**src/rtl/rel_pos_encoder.sv**
```systemverilog
// rel_pos_encoder: relative cell position encoder feeding the fixed-to-float
// position converter. Each axis word is {cell_id, offset}, where cell_id is
// 01 = left, 10 = centre and 11 = right neighbour cell. The wrap is periodic.
// The block is a two-stage valid/ready pipeline. A beat whose cells are not
// adjacent is dropped and counted instead of being emitted.
module rel_pos_encoder #(
    parameter int DATA_WIDTH       = 27,
    parameter int CELL_ID_WIDTH    = 2,
    parameter int OFFSET_WIDTH     = DATA_WIDTH - CELL_ID_WIDTH,
    parameter int CELL_COORD_WIDTH = 3,
    parameter int X_DIM            = 4,
    parameter int Y_DIM            = 4,
    parameter int Z_DIM            = 4,
    parameter int ERR_CNT_WIDTH    = 16
) (
    input  logic                          clk,
    input  logic                          rst,
    input  logic                          in_valid,
    output logic                          in_ready,
    input  logic [3*CELL_COORD_WIDTH-1:0] home_cell,
    input  logic [3*CELL_COORD_WIDTH-1:0] nb_cell,
    input  logic [3*OFFSET_WIDTH-1:0]     offset,
    output logic                          out_valid,
    input  logic                          out_ready,
    output logic [3*DATA_WIDTH-1:0]       out_pos,
    output logic                          err_pulse,
    output logic [ERR_CNT_WIDTH-1:0]      err_count
);

    // One extra bit so that nb-home is representable as a signed value.
    localparam int CW1 = CELL_COORD_WIDTH + 1;

    // The class encoding is the cell_id code itself; 00 marks a non-adjacent axis.
    typedef enum logic [CELL_ID_WIDTH-1:0] {
        CLS_BAD    = 2'b00,
        CLS_LEFT   = 2'b01,
        CLS_CENTRE = 2'b10,
        CLS_RIGHT  = 2'b11
    } cls_t;

    // Cell count of axis a (0 = x, 1 = y, 2 = z).
    function automatic logic [CW1-1:0] dim_of(input int a);
        case (a)
            0:       return CW1'(X_DIM);
            1:       return CW1'(Y_DIM);
            default: return CW1'(Z_DIM);
        endcase
    endfunction

    // Relative cell class along one axis, with periodic wrap. A coordinate
    // outside the axis range makes the axis BAD.
    function automatic cls_t classify(input logic [CELL_COORD_WIDTH-1:0] home,
                                      input logic [CELL_COORD_WIDTH-1:0] nb,
                                      input logic [CW1-1:0]              dim);
        logic signed [CW1-1:0] d;
        cls_t                  cls;
        d = $signed({1'b0, nb}) - $signed({1'b0, home});
        if (d[CW1-1]) d = d + $signed(dim);
        if (({1'b0, home} >= dim) || ({1'b0, nb} >= dim))
            cls = CLS_BAD;
        else if (d == $signed(CW1'(0)))
            cls = CLS_CENTRE;
        else if (d == $signed(CW1'(1)))
            cls = CLS_RIGHT;
        else if (d == $signed(dim - CW1'(1)))
            cls = CLS_LEFT;
        else
            cls = CLS_BAD;
        return cls;
    endfunction

    // Increment the drop counter, holding at all-ones.
    function automatic logic [ERR_CNT_WIDTH-1:0] sat_inc(input logic [ERR_CNT_WIDTH-1:0] cnt);
        return (&cnt) ? cnt : cnt + 1'b1;
    endfunction

    logic [2:0][CELL_COORD_WIDTH-1:0] home_ax;
    logic [2:0][CELL_COORD_WIDTH-1:0] nb_ax;
    logic [2:0][OFFSET_WIDTH-1:0]     off_ax;
    cls_t [2:0]                       cls_in;
    logic                             bad_in;

    logic                             vld_p1;
    cls_t [2:0]                       cls_p1;
    logic [2:0][OFFSET_WIDTH-1:0]     off_p1;
    logic                             bad_p1;

    logic                             vld_p2;
    logic [2:0][DATA_WIDTH-1:0]       pos_p2;

    logic                             s1_advance;
    logic                             in_fire;

    assign home_ax    = home_cell;
    assign nb_ax      = nb_cell;
    assign off_ax     = offset;

    assign s1_advance = !vld_p2 || out_ready;
    assign in_ready   = !vld_p1 || s1_advance;
    assign in_fire    = in_valid && in_ready;

    assign out_valid  = vld_p2;
    assign out_pos    = pos_p2;

    // Classify every axis of the incoming beat; one bad axis makes the beat bad.
    always_comb begin
        cls_in = {3{CLS_BAD}};
        bad_in = 1'b0;
        for (int a = 0; a < 3; a++) begin
            cls_in[a] = classify(home_ax[a], nb_ax[a], dim_of(a));
            if (cls_in[a] == CLS_BAD) bad_in = 1'b1;
        end
    end

    // ---- stage 1: accepted beat (class, offsets, bad flag) ----
    // Stage 1 occupancy: fill on accept, empty when the beat moves on.
    always_ff @(posedge clk or negedge rst) begin
        if (!rst)
            vld_p1 <= 1'b0;
        else if (in_fire)
            vld_p1 <= 1'b1;
        else if (s1_advance)
            vld_p1 <= 1'b0;
    end

    // Stage 1 payload; it only matters while vld_p1 is set.
    always_ff @(posedge clk) begin
        if (in_fire) begin
            cls_p1 <= cls_in;
            off_p1 <= off_ax;
            bad_p1 <= bad_in;
        end
    end

    // ---- stage 2: output register, drop accounting ----
    // Emit good beats as {code, offset} words; drop bad beats and count them.
    always_ff @(posedge clk or negedge rst) begin
        if (!rst) begin
            vld_p2    <= 1'b0;
            pos_p2    <= '0;
            err_pulse <= 1'b0;
            err_count <= '0;
        end else begin
            err_pulse <= 1'b0;
            if (s1_advance) begin
                vld_p2 <= vld_p1 && !bad_p1;
                if (vld_p1 && !bad_p1) begin
                    for (int a = 0; a < 3; a++)
                        pos_p2[a] <= {cls_p1[a], off_p1[a]};
                end
                if (vld_p1 && bad_p1) begin
                    err_pulse <= 1'b1;
                    err_count <= sat_inc(err_count);
                end
            end
        end
    end

endmodule
```
**config.mk**
```make
export PLATFORM = sky130hd
export DESIGN_NAME = rel_pos_encoder
export DESIGN_NICKNAME = d
export VERILOG_FILES = /design/src/rtl/rel_pos_encoder.sv
export SDC_FILE = /design/constraint.sdc
export NUM_CORES = 1
export LEC_CHECK = 0
export BUFFER_PORTS_ARGS = -buffer_cell sky130_fd_sc_hd__buf_4
export CAP_MARGIN = 5
export CORE_MARGIN = 10
export CORE_UTILIZATION = 52
export CTS_CLUSTER_SIZE = 10
export DETAILED_ROUTE_END_ITERATION = 16
export PLACE_DENSITY = 0.84
export SETUP_SLACK_MARGIN = 0.3
export SYNTH_ARGS = -nofsm -noshare
export SYNTH_HDL_FRONTEND = slang
export SYNTH_SLANG_ARGS = --single-unit
```
**constraint.sdc**
```tcl
create_clock -name clk -period 3.5 [get_ports clk]
set_input_delay 0.875 -clock clk [delete_from_list [all_inputs] [get_ports clk]]
set_output_delay 0.875 -clock clk [all_outputs]
set_load 0.005 [all_outputs]
```
==> impl_results.md, run 1 <==
- Most used DFF post-synth: dfrtp_1
- Peak Freq: 409 MHz
- Status: finished, final reports clean
- Setup Fix Bufs, Post-CTS: 0
- Vias per cell: 5.08
- Clk Tree Root Cell: clkbuf_16
- Post-layout net count: roughly 700
- EDFF count, synth: 82
- HPWL Detailed: 11.0 mm
- Post-Synth Adder-Cell Area: 3.21%
- Slew margin rel.: 49.0%
- Slowest cell on the critical path: buf_4
- Tightest Pin Transition: between 0.7 and 0.8 ns
- Core Util, Final: 70.2%
- Pwr Total: 5020 µW
- Worst setup margin: approximately 1.1 ns
- TritonCTS clock tree: done
- Area share of the largest cell type after synthesis: between 30 and 40%
- Placed insts: 762
- Core Box Area: 13100 µm²
- Number of CTS-inserted buffers: 17
- Most frequent CP cell: buf_4
- Setup crit end kind: output pin
- P&R area growth vs syn: 33.1%
- Starting density of the core: a little over half
- Initial antenna violation count: 1
- Horiz. Die Dim: between 100 and 150 µm
- Total GRT Usage: between 10% and 20%
- Vias: about 4000
- Final slew viol count: 0
- Non-filler cells, final: just under 800
- Critical Path Fanout Max: 8
- Vias in the first global route: approximately 4500
- Worst R2R Path Depth: 5
- Post-DRT Antenna Nets: 0
- H-tree depth: 4
- Max-cap violations: 0
- Synth Area in XOR/XNOR: around 1.6%
- Hold Violations, Final: 0
- GP Congestion: 0.821
- Setup TNS: 0 ns
- Setup violators final: 0
- Syn Nets: approximately 510
- DR pass1 iterations: 4
- Cell Chain, Critical Path: buf_4, nor2b_1, buf_4, nand2_1, buf_4
- Worst EP required: 2.62 ns
- Number of port buffers: between 150 and 200
- CTS max path bufs: 2
- Worst path bufs/invs: 3
- Syn. warnings: 0
- Syn Std Cell Area: 6930 µm²
- Top-Level Pins: around 200
- Largest stage delay, worst path: roughly 0.21 ns
- Pwr Density: approximately 540 nW/µm²
- Worst clock skew: roughly 0.0050 ns
- Final wirelength: ~15 mm
- Largest net degree at the start of global routing: 83
- Ys async rst share: 54.9%
- Die Span Y: 135 µm
- Avg Cell Area, Syn: around 18 µm²
- Drt drc: 0
- Total gr overflow: 0
- Synth Area in Compound Gates: 2.08%
- Global-route wire length before repair: roughly 24 mm
- Initial drt markers: around 180
- Routed len/inst: between 15 and 20 µm
- Worst skew pair latency: 0.42 ns
- Mux contribution to synthesized area: 13.8%
- Total Die Area: approximately 18000 µm²
- Cell accounting for the most synthesized area: dfrtp_1
- Setup CP Type: in -> out
- WP depth: 5
- Gates resized, CTS repair: 0
- Synth top area cells: dfrtp_1 (36%), edfxtp_1 (36%), mux2_2 (12%), ha_1 (2.3%), xnor2_1 (1.6%)
- Final critical-path share of the clock period: roughly 70%
- Hold path cells: 1
- Crit start category: primary input
- Cts hold-fix bufs: 0
- Clock-pin slew on the worst setup and hold paths: ~0.060 ns
- Worst slack, placed: 0.980 ns
- Class of the worst hold path: reg -> reg
- FP Rows: 42
- Synth Area in Simple Gates: roughly 5.5%
- Sequential area share after synthesis: a little under three quarters
- CP top delay family: buffers and inverters
- TritonCTS Sinks: approximately 180
- Combinational family with the most area after synthesis: multiplexers
- Netlist cell types: 42
- Crit path time final: roughly 2.4 ns
- Layout cells sized above 1: between 50% and 60%
- P_leak: 0.00423 µW
- VDD IR max: 0.000270 V
- WP data arrival: approximately 1.6 ns
- FF+latch count, synth: around 180
- Top-count cell post-synth: dfrtp_1
- Post-Synthesis Cells: between 300 and 400
- RSZ-0062 raised after global routing: false
- Top cells by count, synth: dfrtp_1 (100), edfxtp_1 (82), mux2_2 (74)
==> stage by stage <==
step | hold slack (ns) | cell area [µm²]
2_1_floorplan | 0.439 | 6930
3_3_place_gp | 0.442 | 8610
3_5_place_dp | 0.449 | 8610
4_1_cts | 0.462 | 9220
5_1_grt | 0.470 | 9220
6_report | 0.457 | 9220
==> power by group <==
part	internal, µW	total (µW)	switching (µW)
logic	330	549	220
clock network	1150	1950	793
registers	2410	2520	112
==> cell type report <==
cell class	instances	area, µm²
clock buffers	19	443
repair buffers	201	1530
multi-input cells	185	1820
inverters	18	67.6
diodes	1	2.50
clock inverters	13	171
well taps	176	220
flip-flops and latches	182	4960
fillers	867	3920
==> metal layers <==
metal / up-vias / share of wire [%] / global-route usage, %
met5: - / 0 / 0
met4: 0 / 2.1 / 7.36
met3: 26 / 9.3 / 7.27
met2: 155 / 52 / 27.7
met1: 2001 / 37 / 18.5
li1: 1856 / - / -
==> kinds of logic (layout without fill, tap and decap cells) <==
family	count (synthesis)	after routing
AOI/OAI and AO/OA	17	17
xor gates and xnor gates	13	13
adders and majority gates	16	16
buffers and inverters	28	251
DFF	182	182
muxes	85	85
other	0	1
and+or+nand+nor	54	54
==> state kept, by name, indices dropped and copies added, names as in the netlist <==
register,cells
bad_p1,1
cls_p1,6
err_count,16
err_pulse,1
off_p1,75
out_pos,81
out_valid,1
vld_p1,1
==> worst paths after layout <==
kind	from	endpoint	slack [ns]
max in group asynchronous	rst	out_pos[79]$_DFFE_PN0P_	2.27
max	out_ready	in_ready	1.05
max reg2reg	out_valid$_DFFE_PN0P_	out_pos[48]$_DFFE_PN0P_	1.62
min in group asynchronous	rst	out_pos[15]$_DFFE_PN0P_	0.51
min	cls_p1[5]$_DFFE_PP_	out_pos[80]$_DFFE_PN0P_	0.46
min reg2reg	cls_p1[5]$_DFFE_PP_	out_pos[80]$_DFFE_PN0P_	0.46
==> placed cells by master, fill, tap and decap left out, types with 2 or more instances in the layout <==
| cell | Yosys | final |
|---|---|---|
| buf_4 | 8 | 199 |
| dfrtp_1 | 100 | 100 |
| edfxtp_1 | 82 | 82 |
| mux2_2 | 74 | 74 |
| inv_1 | 18 | 18 |
| clkbuf_16 | 0 | 17 |
| xnor2_1 | 13 | 13 |
| ha_1 | 13 | 13 |
| nand2_1 | 10 | 10 |
| mux2_1 | 8 | 8 |
| nand2b_1 | 7 | 7 |
| nor2b_1 | 6 | 6 |
| nand4_1 | 5 | 5 |
| and2_1 | 5 | 4 |
| clkinvlp_4 | 0 | 4 |
| mux2i_1 | 3 | 3 |
| and3_1 | 3 | 3 |
| o211ai_1 | 3 | 3 |
| fa_1 | 3 | 3 |
| bufinv_16 | 0 | 3 |
| o31ai_1 | 2 | 2 |
| nor3_1 | 2 | 2 |
| nor2_4 | 2 | 2 |
| nand3_2 | 2 | 2 |
| nor4_4 | 2 | 2 |
| a41oi_1 | 2 | 2 |
| o21ai_1 | 2 | 2 |
| o211ai_2 | 2 | 2 |
| inv_6 | 0 | 2 |
| clkinv_4 | 0 | 2 |
| buf_12 | 0 | 2 |
No activity file was read; power rests on OpenSTA's default activity.
==> inputs of run 2 (changes only) <==
Clock period 3.5 ns to 2.6 ns, I/O delays scaled along.
==> run 2 against run 1 <==
Compared with the run above:
- first-iteration DRC count grew 2.8%
- worst setup slack got worse by 0.50 ns
- combinational power increased by 34%
- largest cell class unchanged
- die area unchanged
- final cell count is 0.13% lower
==> impl_results.md, run 2 (same netlist as run 1, synthesis figures left out) <==
- Total Die Area: 18300 µm² (unchanged)
- Number of CTS-inserted buffers: 17 (unchanged)
- Vias in the first global route: 4339 (-3.4%)
- Post-route cell area: 9180 µm² (-0.52%)
- Worst clock skew: 0.00893 ns (+0.00389 ns)
- Worst setup margin: 0.548 ns (-0.505 ns)
- Seq. cell area: 4960 µm² (unchanged)
- Initial drt markers: 186 (+2.8%)
- Number of port buffers: 196 (unchanged)
- Setup violators final: 0 (unchanged)
- Most common cell after layout, fill and taps aside: buf_4
- FP Rows: 42 (unchanged)
- Layout cells sized above 1: 52.1% (unchanged)
- TritonCTS clock tree: done
- Initial antenna violation count: 0 (-1)
- Die Span Y: 135 µm (unchanged)
- CTS max path bufs: 2 (unchanged)
- Vias per cell: 5.10 (+0.37%)
- TritonCTS Sinks: 182 (unchanged)
- Status: finished, final reports clean
- Pwr Total: 6590 µW (+31%)
- Class of the worst hold path: in -> async
- Core Box Area: 13100 µm² (unchanged)
- Final critical-path share of the clock period: about four fifths
- Area of the multi-input gates: 1820 µm² (unchanged)
- Largest net degree at the start of global routing: 83 (unchanged)
- Setup TNS: 0 ns (unchanged)
- VDD IR max: 0.000368 V (+36%)
- Post-DRT Antenna Nets: 0 (unchanged)
- Worst reg2reg setup slack: 0.55 ns (-1.07 ns)
- HPWL Detailed: 11.2 mm (+2.0%)
- Crit start category: flop
- H-tree depth: 4 (unchanged)
- Worst slack, placed: 0.296 ns (-0.684 ns)
- Pwr Density: 718 nW/µm² (+32%)
- Vias: 4048 (+0.25%)
- Slew margin rel.: 22.8% (-26 points)
- Worst EP required: 1.95 ns (-0.67 ns)
- DR pass1 iterations: 4 (unchanged)
- Hold Violations, Final: 0 (unchanged)
- Starting density of the core: 52.8% (unchanged)
- P&R area growth vs syn: 32.4%
- Setup crit end kind: output pin
- Gates resized, CTS repair: 0 (unchanged)
- Most frequent cells in the layout: buf_4 (199), dfrtp_1 (100), edfxtp_1 (82)
- Filler cell count: 920 (+6.1%)
- GP Congestion: 0.766 (-6.7%)
- Max-cap violations: 0 (unchanged)
- Total GRT Usage: 16.8% (-0.036 points)
- Post-layout net count: 718 (unchanged)
- Clk Tree Root Cell: clkbuf_16
- Worst skew pair latency: 0.42 ns (about the same)
- Tightest Pin Transition: 1.16 ns (+0.393 ns)
- Placed instance area: 8610 µm² (unchanged)
- Global-route wire length before repair: 23.5 mm (-0.67%)
- Crit path time final: 2.05 ns
- Drt drc: 0 (unchanged)
- Top-Level Pins: 197 (unchanged)
- Peak Freq: 487 MHz
- ANT cells: 0 (-1)
- Horiz. Die Dim: 135 µm (unchanged)
- Critical Path Fanout Max: 4 (-4)
- WP data arrival: 1.40 ns (-0.17 ns)
- P_leak: 0.00421 µW (-0.50%)
- Setup CP Type: reg -> out
- Worst-case hold slack: 0.230 ns (-0.227 ns)
- Setup Fix Bufs, Post-CTS: 0 (unchanged)
- Max FFs per register: 81 (unchanged)
- Total gr overflow: 0 (unchanged)
- Final wirelength: 15.1 mm (+0.41%)
- Clock-pin slew on the worst setup and hold paths: 0.07 ns (about the same)
- Routed len/inst: 19.0 µm (+0.54%)
- Final slew viol count: 0 (unchanged)
- RSZ-0062 raised after global routing: false
- Cts hold-fix bufs: 0 (unchanged)
run 2: changes by cell type in the layout (fill, tap and decap cells not counted), sizes merged:
| cell | delta |
|---|---|
| clkinv | +2 |
| diode | -1 |
| bufinv | -2 |
run 2: final timing paths:
check,start,endpoint,cells after the start
setup reg to reg,out_valid$_DFFE_PN0P_,off_p1[42]$_DFFE_PP_,3
hold / removal,rst,out_pos[39]$_DFFE_PN0P_,1
setup / recovery,out_valid$_DFFE_PN0P_,in_ready,3
hold reg to reg,cls_p1[5]$_DFFE_PP_,out_pos[80]$_DFFE_PN0P_,1
max in group asynchronous,rst,out_pos[22]$_DFFE_PN0P_,2
min in group clk,offset[36],off_p1[36]$_DFFE_PP_,1
run 2: worst max-delay path: stages (launching register included):
cell	delay, ns
dfrtp_1	0.34
nor2b_1	0.32
nand2_1	0.16
buf_4	0.16
run 2: power by group:
part / total (µW) / switching (µW) / internal (µW)
combinational: 738 / 297 / 441
clock: 2450 / 1090 / 1360
sequential: 3400 / 153 / 3250
total: 6590 / 1540 / 5050
run 2: through the flow:
step,cells,util [%]
2_1_floorplan,395,-
3_3_place_gp,762,65.5
3_5_place_dp,762,65.5
4_1_cts,794,69.8
5_1_grt,794,69.8
6_report,794,69.8
run 2: area by class of cell:
class	instances	share of cell area, %
flip-flops and latches	182	54.1
multi-input cells	185	19.8
inverters	18	0.736
clock inverters	13	1.38
clock buffers	19	4.83
well taps	176	2.40
repair buffers	201	16.7
run 2: metal layers:
| layer | track usage [%] | wire length [µm] | part of all wire, % |
|---|---|---|---|
| met1 | 18.4 | 5770 | 38 |
| met2 | 28.4 | 7920 | 52 |
| met3 | 6.60 | 1120 | 7.4 |
| met4 | 7.12 | 274 | 1.8 |
| met5 | 0 | 0 | 0 |
